File: config.mk
export PLATFORM = sky130hd
export DESIGN_NAME = dp_arb
export DESIGN_NICKNAME = d
export VERILOG_FILES = /design/src/rtl/dp_arb_pkg.sv /design/src/rtl/dp_arb_rot_enc.sv /design/src/rtl/dp_arb.sv
export SDC_FILE = /design/constraint.sdc
export NUM_CORES = 1
export LEC_CHECK = 0
export CAP_MARGIN = 20
export CORE_ASPECT_RATIO = 1.25
export CORE_MARGIN = 2
export CORE_UTILIZATION = 40
export DETAILED_ROUTE_END_ITERATION = 10
export DONT_BUFFER_PORTS = 1
export MAX_ROUTING_LAYER = met4
export REMOVE_ABC_BUFFERS = 1
export SLEW_MARGIN = 25
export SYNTH_ARGS = -nofsm -noshare
export SYNTH_HDL_FRONTEND = slang
export SYNTH_SLANG_ARGS = --single-unit
File: constraint.sdc
create_clock -name clk -period 2.2 [get_ports clk]
set_input_delay 0.44 -clock clk [delete_from_list [all_inputs] [get_ports clk]]
set_output_delay 0.44 -clock clk [all_outputs]
set_load 0.02 [all_outputs]
File: src/rtl/dp_arb_pkg.sv
// Shared defaults and helpers for the dual-priority arbiter.
// Index 0 encodes "no request"; valid request indices run 1..N.
package dp_arb_pkg;

    localparam int unsigned DP_N_DEF = 12;
    localparam int unsigned DP_NONE  = 0;

    // Pointer wrap: index 0 folds back to the top index n.
    function automatic int unsigned dp_wrap(input int unsigned v, input int unsigned n);
        return (v == 0) ? n : v;
    endfunction

endpackage

File: src/rtl/dp_arb_rot_enc.sv
// Combinational dual-priority encoder.
// Rotates req so that index ptr lands on the top bit, picks the two highest set bits, then maps them back to indices.
module dp_rot_enc
    import dp_arb_pkg::*;
#(
    parameter int unsigned N    = DP_N_DEF,
    parameter int unsigned IDXW = $clog2(N + 1)
) (
    input  logic [N-1:0]    req,
    input  logic [IDXW-1:0] ptr,
    output logic [IDXW-1:0] first,
    output logic [IDXW-1:0] second
);

    logic [N-1:0] w_rot;

    // w_rot[k] = req[(k + ptr) mod N], so w_rot[N-1] is request index ptr.
    always_comb begin
        w_rot = '0;
        for (int unsigned k = 0; k < N; k++) begin
            for (int unsigned i = 0; i < N; i++) begin
                if (i == ((k + int'(ptr)) % N)) w_rot[k] = req[i];
            end
        end
    end

    always_comb begin
        int unsigned h1;
        int unsigned h2;
        logic        h1v;
        logic        h2v;
        h1  = 0;
        h2  = 0;
        h1v = 1'b0;
        h2v = 1'b0;
        for (int unsigned k = 0; k < N; k++) begin
            if (w_rot[k]) begin
                h2  = h1;
                h2v = h1v;
                h1  = k;
                h1v = 1'b1;
            end
        end
        first  = h1v ? IDXW'(((h1 + int'(ptr)) % N) + 1) : IDXW'(DP_NONE);
        second = h2v ? IDXW'(((h2 + int'(ptr)) % N) + 1) : IDXW'(DP_NONE);
    end

endmodule

File: src/rtl/dp_arb.sv
// Registered dual-priority arbiter: grants the two highest-priority requests per accepted cycle.
// Fixed (RR=0) or round-robin (RR=1) priority; grant pair held under valid/ack handshake.
module dp_arb
    import dp_arb_pkg::*;
#(
    parameter int unsigned N    = DP_N_DEF,
    parameter int unsigned IDXW = $clog2(N + 1),
    parameter int unsigned RR   = 0
) (
    input  logic            clk,
    input  logic            reset,
    input  logic [N-1:0]    req,
    input  logic            ack,
    output logic            valid,
    output logic [IDXW-1:0] first,
    output logic [IDXW-1:0] second
);

    logic            r_valid;
    logic [IDXW-1:0] r_first;
    logic [IDXW-1:0] r_second;
    logic [IDXW-1:0] r_ptr;

    logic            w_acc;
    logic            w_ld;
    logic [IDXW-1:0] w_base;
    logic [IDXW-1:0] w_ptr_nxt;
    logic [IDXW-1:0] w_first;
    logic [IDXW-1:0] w_second;

    assign w_acc = r_valid & ack;
    assign w_ld  = ~r_valid | ack;

    // The pointer moves past the last granted index, and the same edge loads from the moved pointer.
    always_comb begin
        w_base    = (r_second != '0) ? r_second : r_first;
        w_ptr_nxt = r_ptr;
        if (RR != 0 && w_acc)
            w_ptr_nxt = IDXW'(dp_wrap(int'(w_base) - 1, N));
    end

    dp_rot_enc #(
        .N    (N),
        .IDXW (IDXW)
    ) u_enc (
        .req    (req),
        .ptr    (w_ptr_nxt),
        .first  (w_first),
        .second (w_second)
    );

    always_ff @(posedge clk) begin
        if (reset) begin
            r_valid  <= 1'b0;
            r_first  <= '0;
            r_second <= '0;
            r_ptr    <= IDXW'(N);
        end else begin
            r_ptr <= w_ptr_nxt;
            if (w_ld) begin
                r_valid  <= |req;
                r_first  <= w_first;
                r_second <= w_second;
            end
        end
    end

    assign valid  = r_valid;
    assign first  = r_first;
    assign second = r_second;

endmodule

==> results of run 1 <==
## per-stage QoR
step / utilization, % / cells / hold slack [ns] / instance area (µm²)
after floorplan: - / 120 / 0.502 / 902
after global placement: 40.4 / 158 / 0.505 / 981
after detailed placement: 40.4 / 158 / 0.505 / 981
after CTS: 41.5 / 162 / 0.228 / 1010
after global routing: 41.5 / 162 / 0.224 / 1010
final: 41.5 / 162 / 0.236 / 1010
## metal layers
| metal | routed length, µm | GRT usage [%] | vias up |
|---|---|---|---|
| met5 | 0 | - | - |
| met4 | 36 | 7.35 | 0 |
| met3 | 140 | 2.25 | 8 |
| met2 | 1140 | 28.4 | 37 |
| met1 | 1010 | 19.2 | 452 |
| li1 | - | - | 485 |
## synthesized netlist by cell type (2+ instances only)
library cell   n
a211oi_1       3
buf_4          2
inv_1          5
nor2b_1        2
o21a_1         2
o21ai_0        8
nor3_1         6
nand3_1        5
nor2_1        12
nand2b_1       3
a21oi_1       12
nand3b_1       3
buf_6          2
or3_1          2
nand2_1       10
o21ai_1        3
maj3_1         2
nor4b_1        2
clkbuf_8       4
dfxtp_1        9
## cells by family (layout without fill, tap and decap cells)
kind of cell / after synthesis / after routing / synth area share, %
xor+xnor: 2 / 2 / 1.73
fa+ha+maj: 3 / 3 / 3.22
flops: 9 / 9 / 17.8
compound gates: 45 / 45 / 33.3
buf+inv: 16 / 14 / 12.6
simple gates: 56 / 56 / 31.3
## area by class of cell
class / count / area [µm²]
tap: 33 / 41.3
inverter: 5 / 18.8
sequential: 9 / 180
multi-input combinational: 106 / 703
fill: 271 / 1420
clock buffer: 4 / 26.3
timing repair buffer: 5 / 37.5
## worst max-delay path by stage
stage / slack, ns / from / to
6_report: 0.31 / req[2] / first[2]$_SDFFE_PP0P_
5_1_grt: 0.07 / req[2] / first[2]$_SDFFE_PP0P_
4_1_cts: 0.31 / req[2] / first[2]$_SDFFE_PP0P_
3_5_place_dp: 0.05 / req[2] / first[2]$_SDFFE_PP0P_
3_3_place_gp: 0.11 / req[2] / first[2]$_SDFFE_PP0P_
2_1_floorplan: 0.24 / req[2] / first[2]$_SDFFE_PP0P_
## sequential cells by signal (all words and copies together), names as in the netlist
name / cells
valid: 1
second: 4
first: 4
## critical path, stage by stage
cell	delay (ns)
nand2b_1	0.10
a21oi_1	0.10
o31ai_1	0.29
a21oi_1	0.13
or2_2	0.31
ha_1	0.20
o311ai_0	0.30
o21ai_0	0.13
nor2_1	0.09
## power breakdown
| part | switching [mW] | leakage, nW | internal, mW |
|---|---|---|---|
| logic | 0.0620 | 0.245 | 0.0617 |
| clock network | 0.0581 | 0.0150 | 0.0699 |
| registers | 0.0272 | 0.0749 | 0.178 |
==> key figures, run 1 <==
Routing
  – Starting DRT DRC Count: 13
  – Drt pass-1 iters: 4
  – Wire per inst: 14.4 µm
  – Routed vias: 982
  – Vias/cell: 6.06
  – DR DRC count: 0
  – Routed WL: 2330 µm
  – Antenna-violating nets left: 0

Layout
  – # diodes: 0
  – P&R area growth vs syn: -0.371%
  – Final Net Count: 146
  – Share of layout cells above drive strength 1: 14.0%
  – Highest-count cells in the layout ignoring fill and taps: a21oi_1 (12), nor2_1 (12), nand2_1 (10), dfxtp_1 (9), o21ai_0 (8)

Logic synthesis
  – Synth cell types: 54
  – Yosys warnings: 0
  – Largest area contributor in the netlist: dfxtp_1
  – Register area share after synthesis: 17.8%
  – Mapped Cells: 131
  – Synth top area share: 17.8%
  – Average size of a mapped cell: 7.72 µm²
  – Number of synthesized flops with an enable pin: 0
  – Asr flop ratio synth: 0%
  – Main synth FF type: dfxtp_1
  – Leading post-synthesis cells by cell area: dfxtp_1 (18%), a21oi_1 (5.9%), clkbuf_8 (5.4%), nor2_1 (4.5%), o21ai_0 (4.0%)
  – Synth Cell Area: 1010 µm²
  – Number of register bits inferred by synthesis: 9

Clock tree
  – CTS tree: done
  – H-Tree Depth: 1
  – Clock Tree Buf Depth: 2
  – Post-CTS Setup Inserts: 0
  – Clk Tree Root Cell: clkbuf_4
  – Post-CTS Hold Buffers: 0
  – TritonCTS Buffers: 3
  – Skew-Pair Late Insertion Delay: 0.26 ns
  – Clock Pin Slew Worst Setup and Hold Paths: 0.06 ns
  – CTS Sinks: 9
  – Post-cts resize count: 0

STA
  – Tmin final: 1.89 ns
  – Relative slew slack: 73.1%
  – Final setup viols: 0
  – Setup WS post-layout: 0.309 ns
  – Fin. max-slew vios: 0
  – Final hold vios: 0
  – Fmax: 529 MHz
  – RSZ-0062 raised after global routing: no
  – Final period util: 86.0%
  – Slew @ Worst Pin: 0.400 ns
  – Setup tns final: 0 ns
  – Fin Clk Skew: 0.00160 ns

Worst setup path
  – CP required: 2.40 ns
  – Crit-path max FO: 7
  – Worst reg2reg endpoint: second[3]$_SDFFE_PP0P_
  – WP data arrival: 2.09 ns
  – Reg2reg start: valid$_SDFFE_PP0P_
  – Crit. End Element: flip-flop
  – R2r worst-path depth: 7
  – Setup crit start kind: primary input
  – Kind of critical path: primary input to flip-flop
  – FF-to-FF setup slack: 0.58 ns

Die
  – Initial core utilization: 41.6%
  – Die W: 49.0 µm
  – Core Area: 2430 µm²
  – Row count: 20
  – Die area: 2950 µm²
  – Top-Level Pins: 24
  – Die Span Y: 60.2 µm

Power and ir drop
  – Pwr Density: 454 nW/µm²
  – IR drop worst, VDD: 0.279 mV
  – LEAKAGE: 0.335 nW
  – Overall power: 457 µW

Hold path
  – Hold path cells: 1
  – Worst hold endpoint: second[3]$_SDFFE_PP0P_
  – Startpoint of the worst hold path: reset
  – Hold/Removal Path Class: primary input to flip-flop

Job
  – Max Cap Viol: 0

Run status
  – Status: complete, no violations

Global routing
  – Global Route Usage Sum: 16.4%
  – Largest net degree at the start of global routing: 14
  – Initial antenna violation count: 0
  – First-pass GRT wire length: 3750 µm
  – Number of global-route vias before repair: 871
  – Gr ovfl total: 0

Placement
  – GPL Wtd Cong: 0.885
  – PortBufs: 0
  – Pre-CTS setup slack: 0.0510 ns
  – Dpl hpwl: 1750 µm
Note: power is estimated with default switching activity, not from simulation.
==> run 2: changes to the inputs <==
--- a/config.mk
+++ b/config.mk
@@ -10,10 +10,10 @@
 export CORE_MARGIN = 2
 export CORE_UTILIZATION = 40
 export DETAILED_ROUTE_END_ITERATION = 10
-export DONT_BUFFER_PORTS = 1
 export MAX_ROUTING_LAYER = met4
+export PLACE_DENSITY = 0.66
 export REMOVE_ABC_BUFFERS = 1
-export SLEW_MARGIN = 25
+export SLEW_MARGIN = 20
 export SYNTH_ARGS = -nofsm -noshare
 export SYNTH_HDL_FRONTEND = slang
 export SYNTH_SLANG_ARGS = --single-unit
==> run 2 against run 1 <==
First-iteration DRC count grew 69%; register-to-register slack better by 0.12 ns; largest power group is now combinational logic; combinational power increased by 150%; sequential share of layout area down 6.9 points; fmax is 11% lower; core utilization grew 26 points; critical endpoint is now second[2]$_SDFFE_PP0P_.
==> key figures, run 2 (synthesis gave the netlist of run 1 again) <==
Routing
  – DR DRC count: 0
  – Routed WL: 3270 µm
  – Antenna-violating nets left: 0
  – Drt pass-1 iters: 4
  – Routed vias: 1,248
  – Wire per inst: 14.5 µm
  – Starting DRT DRC Count: 22
  – Vias/cell: 5.52

STA
  – Final period util: 96.2%
  – Fin Clk Skew: 0.00271 ns
  – Fin. max-slew vios: 0
  – Relative slew slack: 69.6%
  – Setup tns final: 0 ns
  – Slew @ Worst Pin: 0.455 ns
  – Tmin final: 2.12 ns
  – Hold Slack: 0.466 ns
  – Final setup viols: 0
  – Fmax: 473 MHz
  – Final hold vios: 0

Global routing
  – Initial antenna violation count: 0
  – Gr ovfl total: 0
  – Largest net degree at the start of global routing: 14
  – First-pass GRT wire length: 5610 µm
  – Number of global-route vias before repair: 1,292
  – Global Route Usage Sum: 24.6%

Job
  – Max Cap Viol: 0

Worst setup path
  – Most numerous cell on the critical path: a21oi_1
  – Reg2reg start: valid$_SDFFE_PP0P_
  – Crit. End Element: flip-flop
  – Critical path's largest stage delay: 0.49 ns
  – WP data arrival: 2.25 ns
  – Setup crit start kind: primary input
  – FF-to-FF setup slack: 0.70 ns
  – Crit path cell chain: clkdlybuf4s15_1 > buf_4 > or4_1 > a21oi_1 > a21oi_1 > o21bai_4 > nor3_1 > a31oi_2 > nand3_1
  – Worst reg2reg endpoint: second[2]$_SDFFE_PP0P_
  – Slowest stage cell on the critical path: or4_1
  – Crit-path max FO: 7
  – Largest delay share family, worst path: simple AND/OR/NAND/NOR gates
  – R2r worst-path depth: 7
  – Kind of critical path: primary input to flip-flop
  – CP required: 2.33 ns
  – Buf+Inv Stages, Crit Path: 2

Layout
  – P&R area growth vs syn: 62.3%
  – Highest-count cells in the layout ignoring fill and taps: buf_4 (46), clkdlybuf4s50_1 (12), a21oi_1 (10), nand2_1 (10), nor2_1 (10)
  – Final Net Count: 210
  – Filler cells: 217
  – Most common cell after layout, fill and taps aside: buf_4
  – Seq. cell area: 180 µm²
  – Multi-input logic area: 796 µm²
  – # diodes: 0
  – Share of layout cells above drive strength 1: 38.9%

Die
  – Core Area: 2430 µm²
  – Die W: 49.0 µm
  – Die Span Y: 60.2 µm
  – Initial core utilization: 41.6%
  – Row count: 20
  – Top-Level Pins: 24
  – Die area: 2950 µm²

Clock tree
  – Skew-Pair Late Insertion Delay: 0.25 ns
  – TritonCTS Buffers: 3
  – H-Tree Depth: 1
  – CTS tree: done
  – Clk Tree Root Cell: clkbuf_4
  – Post-CTS Hold Buffers: 0
  – CTS Sinks: 9
  – Clock Pin Slew Worst Setup and Hold Paths: 0.06 ns
  – Clock Tree Buf Depth: 2

Power and ir drop
  – LEAKAGE: 0.682 nW
  – IR drop worst, VDD: 0.388 mV
  – Pwr Density: 374 nW/µm²

Hold path
  – Worst hold endpoint: first[1]$_SDFFE_PP0P_
  – Startpoint of the worst hold path: first[1]$_SDFFE_PP0P_
  – Hold/Removal Path Class: flip-flop to flip-flop
  – Hold path cells: 2

Run status
  – Status: complete, no violations

Placement
  – PortBufs: 23
  – Dpl hpwl: 2400 µm
  – GPL Wtd Cong: 0.780
==> run 2: changes by cell type in the layout (fill, tap and decap cells not counted), moves of 3 or more <==
cell             before  now
o21ai_1               3    6
dlygate4sd2_1         0    6
clkdlybuf4s50_1       0   12
o21ai_0               8    5
dlymetal6s2s_1        0    4
buf_4                 5   46
==> run 2: cell type report <==
type / instances / area share (%)
Clock buffer: 4 / 1.60
Tap cell: 33 / 2.52
Inverter: 5 / 1.14
Multi-Input combinational cell: 106 / 48.5
Timing Repair Buffer: 69 / 35.2
Sequential cell: 9 / 11.0
==> run 2: power by group <==
group / leakage, nW / switching (mW) / internal [mW]
registers: 0.0749 / 0.00749 / 0.178
clock network: 0.0150 / 0.0527 / 0.0696
logic: 0.592 / 0.150 / 0.157
total: 0.682 / 0.210 / 0.404
==> run 2: through the flow <==
stage / std cells / power (mW) / util [%] / setup slack (ns) / area, µm²
2_1_floorplan: 120 / 0.305 / - / 0.236 / 902
3_3_place_gp: 217 / 0.457 / 61.0 / -0.389 / 1480
3_5_place_dp: 217 / 0.463 / 61.0 / -0.437 / 1480
4_1_cts: 226 / 0.607 / 65.9 / 0.00281 / 1600
5_1_grt: 226 / 0.652 / 67.6 / -0.0565 / 1640
6_report: 226 / 0.614 / 67.6 / 0.0839 / 1640
==> run 2: worst max-delay path by stage <==
| stage | slack [ns] | from | depth (start not counted) | endpoint |
|---|---|---|---|---|
| 4_1_cts | 0.003 | req[11] | 8 | second[2]$_SDFFE_PP0P_ |
| 3_5_place_dp | -0.44 | req[3] | 9 | second[2]$_SDFFE_PP0P_ |
| 6_report | 0.08 | req[7] | 9 | second[2]$_SDFFE_PP0P_ |
| 5_1_grt | -0.06 | req[0] | 8 | second[2]$_SDFFE_PP0P_ |
| 2_1_floorplan | 0.24 | req[2] | 9 | first[2]$_SDFFE_PP0P_ |
| 3_3_place_gp | -0.39 | req[7] | 8 | second[2]$_SDFFE_PP0P_ |
==> run 2: tightest hold or removal path: stages, from the launching register on <==
cell     delay (ns)
dfxtp_1        0.31
nand2_1        0.05
a21oi_1        0.05
==> run 2: timing repair <==
action / CTS / global route
setup endpoints to repair: 5 / 5
buffers inserted: 5 / 0
pin swaps: 8 / 1
gates resized for setup: 21 / 12
==> run 2: routing by layer <==
layer	up-vias	share of wire (%)	global-route usage [%]
met5	-	0	-
met4	0	1.9	9.80
met3	9	2.7	2.75
met2	32	55	47.0
met1	595	40	26.0
li1	612	-	-
==> run 3: changes to the inputs <==
--- a/config.mk
+++ b/config.mk
@@ -6,12 +6,13 @@
 export NUM_CORES = 1
 export LEC_CHECK = 0
 export CAP_MARGIN = 20
-export CORE_ASPECT_RATIO = 1.25
+export CELL_PAD_IN_SITES_DETAIL_PLACEMENT = 0
+export CELL_PAD_IN_SITES_GLOBAL_PLACEMENT = 2
 export CORE_MARGIN = 2
-export CORE_UTILIZATION = 40
+export CORE_UTILIZATION = 28
 export DETAILED_ROUTE_END_ITERATION = 10
 export MAX_ROUTING_LAYER = met4
-export PLACE_DENSITY = 0.66
+export PLACE_DENSITY_LB_ADDON = 0.1
 export REMOVE_ABC_BUFFERS = 1
 export SLEW_MARGIN = 20
 export SYNTH_ARGS = -nofsm -noshare
==> run 3 against run 2 <==
Sequential share of layout area grew 0.26 points; register-to-register slack lost 0.03 ns; power shrank 2.0%; critical endpoint is now second[1]$_SDFFE_PP0P_; highest routed layer is now met3.
==> key figures, run 3 (synthesis gave the netlist of run 1 again) <==
Placement
  – Placed insts: 230
  – Dpl hpwl: 2390 µm
  – Post-DP Area: 1500 µm²
  – PortBufs: 23
  – GPL Wtd Cong: 0.833

Die
  – Die Span Y: 64.1 µm
  – Core Area: 3390 µm²
  – Top-Level Pins: 24
  – Initial core utilization: 29.8%
  – Die area: 4110 µm²
  – Die W: 64.1 µm
  – Row count: 21

Job
  – Max Cap Viol: 0

STA
  – Slew @ Worst Pin: 0.329 ns
  – Relative slew slack: 78.1%
  – Fin. max-slew vios: 0
  – Final setup viols: 0
  – Fmax: 464 MHz
  – Final period util: 97.9%
  – RSZ-0062 raised after global routing: no
  – Tmin final: 2.15 ns
  – Final hold vios: 0
  – Fin Clk Skew: 0.00764 ns

Run status
  – Status: complete, no violations

Worst setup path
  – WP data arrival: 2.35 ns
  – Setup crit start kind: primary input
  – CP required: 2.39 ns
  – R2r worst-path depth: 7
  – Crit path cell chain: clkdlybuf4s50_1 > buf_6 > maj3_1 > a2bb2oi_1 > a211oi_2 > or3_4 > a211o_1 > o21ai_1
  – Reg2reg start: valid$_SDFFE_PP0P_
  – Critical path's largest stage delay: 0.54 ns
  – Crit-path max FO: 8
  – Worst reg2reg endpoint: second[1]$_SDFFE_PP0P_
  – Kind of critical path: primary input to flip-flop
  – Slowest stage cell on the critical path: clkdlybuf4s50_1
  – FF-to-FF setup slack: 0.67 ns
  – Crit. End Element: flip-flop

Routing
  – Wire per inst: 12.5 µm
  – Drt pass-1 iters: 4
  – Antenna-violating nets left: 0
  – Vias/cell: 5.00
  – DR DRC count: 0
  – Starting DRT DRC Count: 37
  – Routed vias: 1,174
  – Routed WL: 2950 µm

Clock tree
  – Clock Pin Slew Worst Setup and Hold Paths: 0.06 ns
  – Clk Tree Root Cell: clkbuf_4
  – TritonCTS Buffers: 3
  – Clock Tree Buf Depth: 2
  – H-Tree Depth: 1
  – Skew-Pair Late Insertion Delay: 0.26 ns
  – CTS tree: done
  – CTS Sinks: 9

Global routing
  – Global Route Usage Sum: 15.6%
  – Gr ovfl total: 0
  – Largest net degree at the start of global routing: 10
  – Number of global-route vias before repair: 1,131
  – Initial antenna violation count: 0
  – First-pass GRT wire length: 5080 µm

Hold path
  – Worst hold endpoint: first[0]$_SDFFE_PP0P_
  – Hold/Removal Path Class: flip-flop to flip-flop
  – Startpoint of the worst hold path: first[0]$_SDFFE_PP0P_
  – Hold path cells: 2

Layout
  – # diodes: 0
  – Final Core Density: 47.3%
  – Post-route cell area: 1600 µm²
  – Share of layout cells above drive strength 1: 34.4%
  – P&R area growth vs syn: 58.5%
  – Most common cell after layout, fill and taps aside: buf_4
  – Highest-count cells in the layout ignoring fill and taps: buf_4 (39), clkdlybuf4s50_1 (14), a21oi_1 (11), nor2_1 (10), nand2_1 (10)
  – Final Net Count: 206
  – Final std cells w/o fill: 235

Power and ir drop
  – LEAKAGE: 0.662 nW
  – IR drop worst, VDD: 0.295 mV
  – Pwr Density: 375 nW/µm²
run 3: worst max-delay path, delay by kind of cell:
kind | cells | cell delay (ns)
compound gates | 4 | 0.64
simple gates | 1 | 0.42
buf+inv | 2 | 0.69
fa+ha+maj | 1 | 0.16
run 3: layout make-up:
class / instances / area [µm²]
Sequential cell: 9 / 180
Timing Repair Buffer: 65 / 561
Fill cell: 337 / 1790
Multi-Input combinational cell: 106 / 759
Tap cell: 46 / 57.6
Clock buffer: 4 / 26.3
Inverter: 5 / 18.8
run 3: how the worst max path moves through the flow:
stage / from / endpoint / slack (ns) / depth (start not counted)
3_5_place_dp: req[2] / first[2]$_SDFFE_PP0P_ / -0.46 / 10
6_report: req[5] / second[1]$_SDFFE_PP0P_ / 0.05 / 8
3_3_place_gp: req[2] / first[2]$_SDFFE_PP0P_ / -0.39 / 10
4_1_cts: req[4] / second[3]$_SDFFE_PP0P_ / 0.003 / 9
5_1_grt: req[5] / second[2]$_SDFFE_PP0P_ / 0.01 / 10
2_1_floorplan: req[2] / first[2]$_SDFFE_PP0P_ / 0.24 / 9
run 3: per-layer routing:
metal | global-route usage (%) | routed length (µm)
met1 | 20.5 | 1460
met5 | - | 0
met2 | 24.6 | 1380
met3 | 4.05 | 106
met4 | 2.66 | 0
run 3: what timing repair did:
action                                 4_1_cts  5_1_grt
endpoints found under the hold margin        0        0
gates resized for setup                     18        9
setup buffers                                1        0
setup endpoints to repair                    5        5
hold buffers                                 0        0
pin swaps                                    7        6
run 3: power breakdown:
| group | switching (mW) | internal (mW) | total, mW |
|---|---|---|---|
| registers | 0.00709 | 0.178 | 0.185 |
| logic | 0.139 | 0.150 | 0.289 |
| clock network | 0.0575 | 0.0699 | 0.127 |
| total | 0.204 | 0.398 | 0.602 |
run 3: metrics by stage:
stage               hold WS [ns]  power (mW)  setup TNS, ns  worst slack, ns
floorplan                  0.502       0.305              0            0.236
global placement           0.442       0.463          -2.29           -0.392
detailed placement         0.446       0.465          -2.53           -0.456
CTS                        0.455       0.603              0          0.00333
global route               0.467       0.649              0           0.0127
finish                     0.455       0.602              0           0.0457
